[src/rtl/alu_seq_pkg.sv]
// alu_seq_pkg
// Shared definitions for the sequential ALU stage: opcode encoding,
// FSM state encoding and the opcode width.
package alu_seq_pkg;

    localparam int OP_WIDTH = 3;

    typedef enum logic [OP_WIDTH-1:0] {
        OP_ADD = 3'd0,
        OP_ADC = 3'd1,
        OP_SUB = 3'd2,
        OP_AND = 3'd3,
        OP_OR  = 3'd4,
        OP_XOR = 3'd5,
        OP_SHL = 3'd6,
        OP_MUL = 3'd7
    } op_e;

    typedef enum logic [1:0] {
        ST_IDLE = 2'd0,
        ST_RUN  = 2'd1,
        ST_DONE = 2'd2
    } state_e;

endpackage

[src/rtl/alu_seq_mul.sv]
// alu_seq_mul
// Shift-add multiplier datapath, one multiplier bit per step.
// Only compiled when ALU_SEQ_MUL_EN is defined.
// Ports:
//   Clock, Reset   clock, asynchronous active-low reset
//   load           capture a/b and clear the partial product
//   step           perform one shift-add iteration
//   a, b           multiplicand, multiplier
//   prod_lo        low half of the product
//   overflow       OR of the high half of the product
module alu_seq_mul
    import alu_seq_pkg::*;
#(
    parameter int DATA_WIDTH = 8
) (
    input  logic                  Clock,
    input  logic                  Reset,
    input  logic                  load,
    input  logic                  step,
    input  logic [DATA_WIDTH-1:0] a,
    input  logic [DATA_WIDTH-1:0] b,
    output logic [DATA_WIDTH-1:0] prod_lo,
    output logic                  overflow
);

    logic [2*DATA_WIDTH-1:0] acc;
    logic [2*DATA_WIDTH-1:0] mcand;
    logic [2*DATA_WIDTH-1:0] acc_plus;
    logic [DATA_WIDTH-1:0]   mplier;

    // Outputs include the add of the step in progress, so the caller can
    // register the final product on the same edge as the last step.
    assign acc_plus = acc + (mplier[0] ? mcand : '0);
    assign prod_lo  = acc_plus[DATA_WIDTH-1:0];
    assign overflow = |acc_plus[2*DATA_WIDTH-1:DATA_WIDTH];

    always_ff @(posedge Clock or negedge Reset) begin
        if (!Reset) begin
            acc    <= '0;
            mcand  <= '0;
            mplier <= '0;
        end else if (load) begin
            acc    <= '0;
            mcand  <= {{DATA_WIDTH{1'b0}}, a};
            mplier <= b;
        end else if (step) begin
            acc    <= acc_plus;
            mcand  <= mcand << 1;
            mplier <= mplier >> 1;
        end
    end

endmodule

[src/rtl/alu_sequential.sv]
// alu_sequential
// Multi-cycle ALU stage feeding the accumulator. Single-cycle logic and
// arithmetic ops, iterative SHL, and (optionally) iterative MUL behind a
// start/busy/done handshake. Result carries carry/borrow/overflow in MSB.
// Optional feature: ALU_SEQ_MUL_EN enables the shift-add multiplier for
// opcode 7; without it opcode 7 is a single-cycle PASS B.
// Ports:
//   Clock, Reset   clock, asynchronous active-low reset
//   iStart         operation request (accepted in IDLE or DONE)
//   iOp            opcode
//   iA, iB         accumulator operand, second operand / shift amount
//   iCarry         carry input for ADC
//   oBusy          state is not IDLE
//   oDone          one-cycle result-valid pulse
//   oAlu           result, held between completions
//
// state | meaning
// IDLE  | waiting for iStart
// RUN   | iterating SHL or MUL, counter counts down to zero
// DONE  | oAlu just updated, oDone high; may accept a new op
module alu_sequential
    import alu_seq_pkg::*;
#(
    parameter int DATA_WIDTH = 8,
    parameter int CNT_WIDTH  = $clog2(DATA_WIDTH)
) (
    input  logic                  Clock,
    input  logic                  Reset,
    input  logic                  iStart,
    input  logic [OP_WIDTH-1:0]   iOp,
    input  logic [DATA_WIDTH-1:0] iA,
    input  logic [DATA_WIDTH-1:0] iB,
    input  logic                  iCarry,
    output logic                  oBusy,
    output logic                  oDone,
    output logic [DATA_WIDTH:0]   oAlu
);

    localparam logic [1:0] S_IDLE = ST_IDLE;
    localparam logic [1:0] S_RUN  = ST_RUN;
    localparam logic [1:0] S_DONE = ST_DONE;

    logic [1:0]            state;
    logic [OP_WIDTH-1:0]   op_q;
    logic [CNT_WIDTH-1:0]  cnt;
    logic [CNT_WIDTH-1:0]  shamt;
    logic [CNT_WIDTH-1:0]  start_cnt;
    logic [DATA_WIDTH:0]   shreg;
    logic [DATA_WIDTH:0]   shreg_next;
    logic [DATA_WIDTH:0]   single_res;
    logic [DATA_WIDTH:0]   run_res;
    logic [DATA_WIDTH:0]   alu_q;
    logic                  accept;
    logic                  start_multi;

    assign shamt      = iB[CNT_WIDTH-1:0];
    assign accept     = iStart && ((state == S_IDLE) || (state == S_DONE));
    // Bit shifted out of the operand lands in the carry position.
    assign shreg_next = {shreg[DATA_WIDTH-1:0], 1'b0};

    always_comb begin
        single_res = {1'b0, iB};   // opcode 7 when not iterated: PASS B
        case (iOp)
            OP_ADD:  single_res = {1'b0, iA} + {1'b0, iB};
            OP_ADC:  single_res = {1'b0, iA} + {1'b0, iB} + {{DATA_WIDTH{1'b0}}, iCarry};
            OP_SUB:  single_res = {1'b0, iA} - {1'b0, iB};
            OP_AND:  single_res = {1'b0, iA & iB};
            OP_OR:   single_res = {1'b0, iA | iB};
            OP_XOR:  single_res = {1'b0, iA ^ iB};
            OP_SHL:  single_res = {1'b0, iA};   // shift by zero
            default: ;
        endcase
    end

    // Counter is loaded with iterations-1 and finishes on terminal count 0,
    // so DATA_WIDTH multiply steps fit in a CNT_WIDTH counter.
    always_comb begin
        start_multi = 1'b0;
        start_cnt   = shamt - CNT_WIDTH'(1);
        if ((iOp == OP_SHL) && (shamt != '0)) begin
            start_multi = 1'b1;
        end
`ifdef ALU_SEQ_MUL_EN
        if (iOp == OP_MUL) begin
            start_multi = 1'b1;
            start_cnt   = CNT_WIDTH'(DATA_WIDTH - 1);
        end
`endif
    end

`ifdef ALU_SEQ_MUL_EN
    logic [DATA_WIDTH-1:0] mul_lo;
    logic                  mul_ovf;

    alu_seq_mul #(
        .DATA_WIDTH (DATA_WIDTH)
    ) u_mul (
        .Clock    (Clock),
        .Reset    (Reset),
        .load     (accept && (iOp == OP_MUL)),
        .step     ((state == S_RUN) && (op_q == OP_MUL)),
        .a        (iA),
        .b        (iB),
        .prod_lo  (mul_lo),
        .overflow (mul_ovf)
    );

    assign run_res = (op_q == OP_MUL) ? {mul_ovf, mul_lo} : shreg_next;
`else
    assign run_res = shreg_next;
`endif

    always_ff @(posedge Clock or negedge Reset) begin
        if (!Reset) begin
            state <= S_IDLE;
            op_q  <= '0;
            cnt   <= '0;
            shreg <= '0;
            alu_q <= '0;
        end else if (accept) begin
            op_q  <= iOp;
            shreg <= {1'b0, iA};
            if (start_multi) begin
                state <= S_RUN;
                cnt   <= start_cnt;
            end else begin
                state <= S_DONE;
                alu_q <= single_res;
            end
        end else begin
            case (state)
                S_RUN: begin
                    if (op_q == OP_SHL) begin
                        shreg <= shreg_next;
                    end
                    if (cnt == '0) begin
                        state <= S_DONE;
                        alu_q <= run_res;
                    end else begin
                        cnt <= cnt - CNT_WIDTH'(1);
                    end
                end
                default: state <= S_IDLE;
            endcase
        end
    end

    assign oBusy = (state != S_IDLE);
    assign oDone = (state == S_DONE);
    assign oAlu  = alu_q;

endmodule

[config.mk]
export PLATFORM = sky130hd
export DESIGN_NAME = alu_sequential
export DESIGN_NICKNAME = d
export VERILOG_FILES = /design/src/rtl/alu_seq_pkg.sv /design/src/rtl/alu_seq_mul.sv /design/src/rtl/alu_sequential.sv
export SDC_FILE = /design/constraint.sdc
export NUM_CORES = 1
export LEC_CHECK = 0
export ABC_AREA = 0
export ABC_CLOCK_PERIOD_IN_PS = 2000
export BUFFER_PORTS_ARGS = -buffer_cell sky130_fd_sc_hd__buf_2
export CAP_MARGIN = 20
export CORE_MARGIN = 8
export CORE_UTILIZATION = 30
export CTS_CLUSTER_DIAMETER = 60
export DETAILED_ROUTE_END_ITERATION = 7
export GPL_TIMING_DRIVEN = 0
export SLEW_MARGIN = 40
export SYNTH_ARGS = -nofsm -noshare
export SYNTH_HDL_FRONTEND = slang
export SYNTH_SLANG_ARGS = --single-unit
[constraint.sdc]
create_clock -name Clock -period 2 [get_ports Clock]
set_input_delay 0.1 -clock Clock [delete_from_list [all_inputs] [get_ports Clock]]
set_output_delay 0.1 -clock Clock [all_outputs]
set_load 0.05 [all_outputs]
Word level (Yosys, flattened, before mapping). Cells that the tools add are included.

Output and inout bits: 11. Register bits after elaboration: 25. Logic and storage cells: 57.

Reductions and logical operators: 14. Bitwise operators: 3. Multiplexer cells: 17. Eq/ne operators: 13. Add/sub/neg operators: 5.

Operators by type and width (count): one-hot mux 9 bit (7 select lines) (1); two-way mux 9 bit (4); two-way mux 8 bit (3); == test 3 bit, second input constant (4); two-way mux 3 bit (4); adder 8 x 8 -> 9 bit (1); adder 9 x 1 -> 9 bit (1); subtractor 8 x 8 -> 9 bit (1); bitwise AND 8 bit (1); two-way mux 2 bit (4); OR 8 bit (1); nonzero test 2 bit (4); XOR 8 bit (1); == test 3 x 2 -> 1 bit, second input constant (2); zero test 3 bit (2); AND reduction 3 bit (2); subtractor 3 x 1 -> 3 bit, second input constant (2); != test 2 bit, second input constant (2); == test 3 x 1 -> 1 bit, second input constant (1); != test 3 bit, second input constant (1); nonzero test 3 bit (1); == test 2 x 1 -> 1 bit, second input constant (1); == test 2 bit, second input constant (1); logical AND 1 bit (2); other kinds (5) (5).

Longest topological paths before layout. Gate-level depths: netlist of run 1.

Word-level depth: 5. Gate-level depth with buffers: 10.

Worst setup path before layout of run 1. OpenSTA, ideal clock, no wires.

Path kind: input to register. Start point: in iA[0]. End point: reg alu_q[8] (netlist: oAlu[8]). Path buffers: 0. Data arrival time: 2275 ps. Setup slack: -395 ps. Stages: 7. Required time: 1880 ps. Library setup time: 120 ps. Cells stage by stage: ha_1 fa_1 a211oi_4 nor2_2 o311a_2 or4_1 a31o_1.

Cells in the longest elaborated chain, start to end: 5. Elaborated cells on any way between the ends: 6.

RTL lines: start: declaration (RTL line alu_sequential.sv:31) `input logic [DATA_WIDTH-1:0] iA,`; adder 8 x 8 -> 9 bit (RTL line alu_sequential.sv:64, alu_sequential.sv:65); adder 9 x 1 -> 9 bit (RTL line alu_sequential.sv:65) `OP_ADC: single_res = {1'b0, iA} + {1'b0, iB} + {{DATA_WIDTH{1'b0}}, iCarry};`; one-hot mux 9 bit (7 select lines) * (RTL line alu_sequential.sv:63) `case (iOp)`; two-way mux 9 bit * (RTL line alu_sequential.sv:123) `if (start_multi) begin`; two-way mux 9 bit * (RTL line alu_sequential.sv:120) `end else if (accept) begin`; end signal: assignment (RTL line alu_sequential.sv:128) `alu_q <= single_res;`; end signal: assignment (RTL line alu_sequential.sv:138) `alu_q <= run_res;`; end: declaration (RTL line alu_sequential.sv:52) `logic [DATA_WIDTH:0] alu_q;`.

Every way passes the cells marked *; elsewhere a longest branch is shown, timed or not. The select of a mux whose other input is x is not followed. A chain may end at the register's enable or synchronous reset.

Worst setup path after layout of run 1.
Start point: in iB[0]. End point: reg alu_q[8] (netlist: oAlu[8]).

Cells in the longest elaborated chain, start to end: 5. Elaborated cells on any way between the ends: 11.

RTL lines: start: declaration (RTL line alu_sequential.sv:32) `input logic [DATA_WIDTH-1:0] iB,`; adder 8 x 8 -> 9 bit or nonzero test 3 bit (tied branches) (RTL line alu_sequential.sv:64, alu_sequential.sv:65, alu_sequential.sv:80); adder 9 x 1 -> 9 bit or logical AND 1 bit (tied branches) (RTL line alu_sequential.sv:65, alu_sequential.sv:80); one-hot mux 9 bit (7 select lines) or two-way mux 1 bit (tied branches) (RTL line alu_sequential.sv:63, alu_sequential.sv:80); two-way mux 9 bit or != test 2 bit (tied branches); two-way mux 9 bit or AND reduction 3 bit (tied branches).

Parallel ways exist; a longest one is shown, timed or not. The select of a mux whose other input is x is not followed.

==> key figures, run 1 <==
Run status
  • Violations in the final reports: negative setup slack
  • Outcome: finished with violations

Clock tree
  • Reg clk slew, reported paths: approximately 0.090 ns
  • CTS tree: built
  • H-tree depth: 1
  • Root Driver: clkbuf_8
  • Worst-case clock buffer depth: 2
  • Worst-Skew Late Latency: 0.27 ns
  • Sink Count: 25
  • Num CTS Buffers: 3

Timing
  • Final period util: 103%
  • Max-slew violations: 0
  • Minimum clock period: slightly above 2 ns
  • Fmax: 0.486 GHz
  • Setup-failing EPs final: 1
  • RSZ-0062 raised after global routing: true
  • Final Skew: between 0.002 and 0.0025 ns
  • Slew @ Worst Pin: ~0.56 ns
  • Final worst slack: -0.0560 ns
  • Rel. slew slack: 62.5%
  • Hold Vio Cnt, Final: 0

Synthesis
  • Net Count, Synth: about 420
  • Unique masters post-synth: between 60 and 70
  • Asr flop ratio synth: between 90% and 100%
  • Synthesis warning total: 0
  • Main flop type after synthesis: dfrtp_1
  • Synth Cell Area: approximately 2900 um^2
  • Share of the yosys chip area belonging to registers: ~21%
  • Yosys top cell area share: a little over a fifth
  • Mapped Cells: 370
  • Post-synth EDFFs: 0
  • Area leader, netlist: dfrtp_1
  • Synth area leaders: dfrtp_1 21%, ha_1 12%, nand2_1 5.2%, a21oi_1 4.6%, o21ai_0 4.5%
  • Syn_area_per_cell: 7.88 um^2
  • Seq cells post-synth: 25

Finish
  • Most common cell after layout, fill and taps aside: nand2_1
  • Antenna diodes: 0
  • Non-Filler Instances: 559
  • Fillers: between 1000 and 1500
  • Area of the multi-input gates: between 2000 and 2500 um^2
  • Final Util: 37.5%
  • Sequential cell area: between 600 and 700 um^2
  • Layout Nets: roughly 480
  • Leading cell types in the layout, fill and taps excluded: 40 x nand2_1, 31 x nor2_1, 29 x buf_2
  • Layout cell share with drive strength beyond 1: approximately 25%
  • Area growth, synth to finish: 23.6%

Pwr
  • Worst IR Drop VDD: about 0.00044 V
  • Pwr/cell area: approximately 650 nW/um^2
  • Leakage: between 1.5 and 2 nW

Global routing
  • First-pass GRT wire length: around 15 mm
  • Vias in the first global route: just under 3000
  • GR Util All Layers: 14.4%
  • Total grt overflow: 0
  • Initial antenna violation count: 0
  • Largest net degree at the start of global routing: 26

Floorplanning
  • I/O pin cnt: 34
  • Die ar.: between 10000 and 15000 um^2
  • Row count: 36
  • Die Width: ~110 um
  • Core area: approximately 9600 um^2
  • Die Ht: around 110 um
  • Initial core utilization: 30.4%

Job
  • Max-cap viol count: 0

Placed design
  • Detail Placement HPWL: 7.37 mm
  • Placer Congestion: 0.925
  • PortBufs: 32
  • Dpl cells: 535

Critical path
  • Critical Path RT: roughly 2.2 ns
  • Maximum fanout along the worst path: 3
  • CP arrival: between 2 and 2.5 ns
  • Critical path endpoint category: register
  • Critical Path Source Type: input port
  • R2R cell count: 8
  • Setup CP Type: in2reg

Worst hold path
  • Hold WC Path Type: in2reg
  • Worst Hold Depth: 3

Detailed routing
  • Via total after detailed routing: between 3000 and 4000
  • Initial detailed-routing violation count: around 280
  • Remaining DRCs: 0
  • DRT Pass-1 Iters: 4
  • Final wirelength: around 9.6 mm
  • Post-DR wirelength/cell: between 15 and 20 um
  • Via/cell ratio: about 5.4
  • Post-route ant nets: 0
==> Yosys cell counts (all sizes together) (4+ instances only) <==
| library cell | instances |
|---|---|
| nand2b | 9 |
| dfrtp | 25 |
| nor2b | 7 |
| o211ai | 5 |
| xnor2 | 5 |
| xor2 | 4 |
| mux2i | 11 |
| buf | 7 |
| nand2 | 40 |
| a21oi | 27 |
| nand3 | 9 |
| ha | 27 |
| o221ai | 5 |
| o21ai | 27 |
| inv | 23 |
| o21a | 5 |
| nor2 | 34 |
| a21o | 4 |
| a31oi | 4 |
| a31o | 4 |
| nor3 | 8 |
| clkbuf | 14 |
| a211oi | 5 |
==> repair_timing <==
action	in CTS	in global routing
setup buffers	13	6
resized for setup	26	17
gates cloned	0	1
setup endpoints to repair	9	12
pin swaps	16	6
hold buffers	1	0
hold endpoints to repair	25	0
==> power by group <==
| part | internal, mW | total, mW | switching (mW) |
|---|---|---|---|
| clock | 0.140 | 0.309 | 0.169 |
| combinational | 0.491 | 1.28 | 0.788 |
| sequential | 0.636 | 0.740 | 0.104 |
==> per-stage QoR <==
| step | instance area, um^2 | hold WS, ns | setup WS [ns] | TNS [ns] | total power, mW |
|---|---|---|---|---|---|
| 2_1_floorplan | 2950 | -0.196 | -0.213 | -0.285 | 1.58 |
| 3_3_place_gp | 3270 | 0.127 | -0.613 | -2.69 | 1.86 |
| 3_5_place_dp | 3270 | 0.130 | -0.619 | -2.70 | 1.89 |
| 4_1_cts | 3490 | 0.163 | -0.0599 | -0.115 | 2.27 |
| 5_1_grt | 3600 | 0.158 | -0.132 | -0.157 | 2.49 |
| 6_report | 3600 | 0.161 | -0.0560 | -0.0560 | 2.33 |
==> path summary, 6_finish.rpt <==
path	from	to	slack, ns
worst max-delay path	iB[0]	oAlu[8]	-0.06
worst min-delay path	iA[0]	shreg[0]	0.16
worst max register to register	state[0]	cnt[2]	0.14
worst min register to register	oAlu[0]	oAlu[0]	0.49
max in group asynchronous	Reset	shreg[2]	1.29
min in group asynchronous	Reset	shreg[5]	0.34
==> registers in the layout (all words and copies together) (netlist names) <==
register  cells
cnt           3
oAlu          9
op_q          3
shreg         8
state         2
==> worst max-delay path, stage by stage <==
cell and delay, ns:
buf_12 0.10, ha_4 0.15, fa_2 0.37, a211oi_4 0.33, nor2_4 0.10, nor4_4 0.20, nand3_2 0.13, or4_1 0.53
a31o_1 0.22
==> per-layer routing <==
layer / global-route usage (%) / share of wire (%) / wire length (um) / up-vias
li1: - / - / - / 1449
met1: 18.4 / 44 / 4180 / 1455
met2: 24.4 / 49 / 4640 / 106
met3: 2.48 / 6.2 / 595 / 11
met4: 3.82 / 1.4 / 138 / 0
met5: 0 / 0 / 0 / -
==> layout make-up <==
cell class / instances / area share, %
timing repair buffer: 52 / 9.59
clock buffer: 3 / 1.15
tap: 133 / 4.62
clock inverter: 1 / 0.139
multi-input combinational: 300 / 60.8
buffer: 21 / 3.75
inverter: 24 / 2.57
sequential: 25 / 17.4
==> cells by family after synthesis <==
logic type	count (synthesis)	share of synthesized area [%]
AO/OA/AOI/OAI	116	27.3
flip-flops	25	21.5
multiplexers	14	5.32
AND/OR/NAND/NOR	132	22.9
XOR/XNOR	9	2.70
adder cells (fa/ha/maj)	29	13.0
buffers and inverters	45	7.34
(Power assumes the default switching activity.)
==> run 2, diff against run 1 <==
CELL_PAD_IN_SITES_DETAIL_PLACEMENT = 1   (was unset)
CELL_PAD_IN_SITES_GLOBAL_PLACEMENT = 2   (was unset)
PLACE_DENSITY = 0.8   (was unset)
==> key figures, run 2 (synthesis results as in run 1) <==
Worst hold path
  • Worst Hold Depth: 3 (unchanged)
  • Beginning of the worst hold path: iB[2]
  • Hold EP: cnt[2]
  • Hold WC Path Type: in2reg

Timing
  • Setup tns final: -0.273 ns (-0.217 ns)
  • RSZ-0062 raised after global routing: true
  • Final period util: 107% (+4.3 points)
  • Minimum clock period: 2.14 ns (+0.0861 ns)
  • Final Skew: 0.00162 ns (-0.000740 ns)
  • Fmax: 0.467 GHz (-4.0%)
  • Rel. slew slack: 45.6% (-17 points)
  • Slew @ Worst Pin: 0.806 ns (+0.243 ns)
  • Hold Vio Cnt, Final: 0 (unchanged)
  • Final worst slack: -0.142 ns (-0.0861 ns)
  • Setup-failing EPs final: 3 (+2)
  • Max-slew violations: 0 (unchanged)
  • Final hold slack: 0.163 ns (+0.00179 ns)

Finish
  • Layout cell share with drive strength beyond 1: 24.9% (-0.41 points)
  • Antenna diodes: 0 (unchanged)
  • Layout Nets: 478 (-0.21%)
  • Fillers: 1198 (+18%)
  • Most common cell after layout, fill and taps aside: nand2_1
  • Leading cell types in the layout, fill and taps excluded: 40 x nand2_1, 31 x nor2_1, 28 x buf_2
  • Area growth, synth to finish: 23.5% (about the same)
  • Non-Filler Instances: 558 (-0.18%)
  • Max reg flops: 9 (unchanged)

Critical path
  • Slowest-stage cell, CP: or4_1
  • CP max stage delay: 0.48 ns (-0.05 ns)
  • CP Cell Sequence: buf_8 > ha_4 > fa_2 > a211oi_4 > nor2_4 > nor4_4 > nand3_2 > or4_1 > a31o_1
  • Setup CP Type: in2reg
  • Critical Path RT: 2.17 ns (about the same)
  • Critical Path Source Type: input port
  • Critical R2R Launch: cnt[0]
  • Reg2reg setup slack: 0.18 ns (+0.04 ns)
  • Buffer and inverter count on the worst path: 1 (unchanged)
  • Critical path endpoint category: register
  • Worst R2R End: oAlu[5]
  • Worst setup startpoint: iA[0]
  • Crit-path leading delay family: simple AND/OR/NAND/NOR gates
  • Maximum fanout along the worst path: 3 (unchanged)
  • CP arrival: 2.31 ns (+0.08 ns)
  • R2R cell count: 7 (-1)

Floorplanning
  • Die ar.: 13100 um^2 (unchanged)
  • Row count: 36 (unchanged)
  • Core area: 9590 um^2 (unchanged)
  • Initial core utilization: 30.4% (unchanged)
  • Die Ht: 115 um (unchanged)
  • I/O pin cnt: 34 (unchanged)
  • Die Width: 115 um (unchanged)

Detailed routing
  • Post-DR wirelength/cell: 19.5 um (+14%)
  • Via total after detailed routing: 3018 (-0.099%)
  • DRT Pass-1 Iters: 4 (unchanged)
  • Remaining DRCs: 0 (unchanged)
  • Via/cell ratio: 5.41 (about the same)
  • Initial detailed-routing violation count: 129 (-54%)
  • Post-route ant nets: 0 (unchanged)
  • Final wirelength: 10.9 mm (+14%)

Clock tree
  • Worst-Skew Late Latency: 0.27 ns (about the same)
  • H-tree depth: 1 (unchanged)
  • CTS tree: built
  • Sink Count: 25 (unchanged)
  • Root Driver: clkbuf_8
  • Num CTS Buffers: 3 (unchanged)
  • Reg clk slew, reported paths: 0.09 ns (about the same)
  • Worst-case clock buffer depth: 2 (unchanged)

Global routing
  • Total grt overflow: 0 (unchanged)
  • Met3 Use GR: 2.32% (-0.16 points)
  • Largest net degree at the start of global routing: 26 (unchanged)
  • GR met1 Demand/Resource: 21.6% (+3.2 points)
  • Met2 usage: 29.1% (+4.7 points)
  • Busiest grt layer: met2
  • First-pass GRT wire length: 17.4 mm (+14%)
  • Vias in the first global route: 3230 (+9.5%)
  • Initial antenna violation count: 0 (unchanged)
  • GR Util All Layers: 16.7% (+2.3 points)

Placed design
  • Placer Congestion: 0.830 (-10%)
  • PortBufs: 32 (unchanged)
  • Dpl cells: 535 (unchanged)
  • Detail Placement HPWL: 8.39 mm (+14%)

Pwr
  • Leakage: 1.64 nW (+0.69%)
  • Pwr/cell area: 651 nW/um^2 (+0.72%)
  • Final Power: 2.34 mW (+0.68%)
  • Worst IR Drop VDD: 0.000277 V (-37%)

Job
  • Max-cap viol count: 0 (unchanged)

Run status
  • Outcome: finished with violations
  • Violations in the final reports: negative setup slack
run 2: cell count changes in the layout (fill, tap and decap cells not counted), sizes merged:
cell / delta
buf: -1
run 2: stage by stage:
step | util [%] | instance area, um^2 | setup slack [ns]
floorplan | - | 2950 | -0.213
global placement | 34.1 | 3270 | -0.618
detailed placement | 34.1 | 3270 | -0.655
CTS | 36.2 | 3480 | -0.118
global route | 37.5 | 3600 | -0.188
finish | 37.5 | 3600 | -0.142
run 2: timing repair:
action	4_1_cts	5_1_grt
gates cloned	0	0
hold buffers	1	0
hold endpoints to repair	25	0
buffers inserted	10	8
pin swaps	12	15
resized for setup	23	23
endpoints found under the setup margin	9	15
run 2: final cells by class:
class	count	area (um^2)	share of cell area, %
Clock inverter	1	5.00	0.139
Multi-Input combinational cell	300	2180	60.5
Timing Repair Buffer	51	357	9.90
Buffer	21	136	3.79
Clock buffer	3	41.3	1.15
Tap cell	133	166	4.62
Sequential cell	25	626	17.4
Inverter	24	90.1	2.50
run 2: how the worst max path moves through the flow:
stage / cells after the start / endpoint / slack (ns)
2_1_floorplan: 8 / oAlu[8] / -0.21
3_3_place_gp: 9 / oAlu[8] / -0.62
3_5_place_dp: 9 / oAlu[8] / -0.66
4_1_cts: 9 / oAlu[8] / -0.12
5_1_grt: 9 / oAlu[8] / -0.19
6_report: 9 / oAlu[8] / -0.14
run 2: layer usage:
| layer | part of all wire, % | vias to the layer above |
|---|---|---|
| met4 | 1.0 | 0 |
| met2 | 49 | 63 |
| li1 | - | 1444 |
| met1 | 46 | 1498 |
| met5 | 0 | - |
| met3 | 3.8 | 13 |
run 2: worst reg2reg max path: cells and delay by family (launching register included):
kind / cells / cell delay [ns]
buffers and inverters: 1 / 0.10
DFF: 1 / 0.42
and+or+nand+nor: 2 / 0.36
AOI/OAI and AO/OA: 3 / 0.49
muxes: 1 / 0.35
run 2: power breakdown:
| group | leakage (nW) | internal [mW] | switching, mW |
|---|---|---|---|
| Sequential | 0.306 | 0.636 | 0.0979 |
| Combinational | 1.31 | 0.487 | 0.811 |
| Clock | 0.0255 | 0.140 | 0.173 |
| Total | 1.64 | 1.26 | 1.08 |
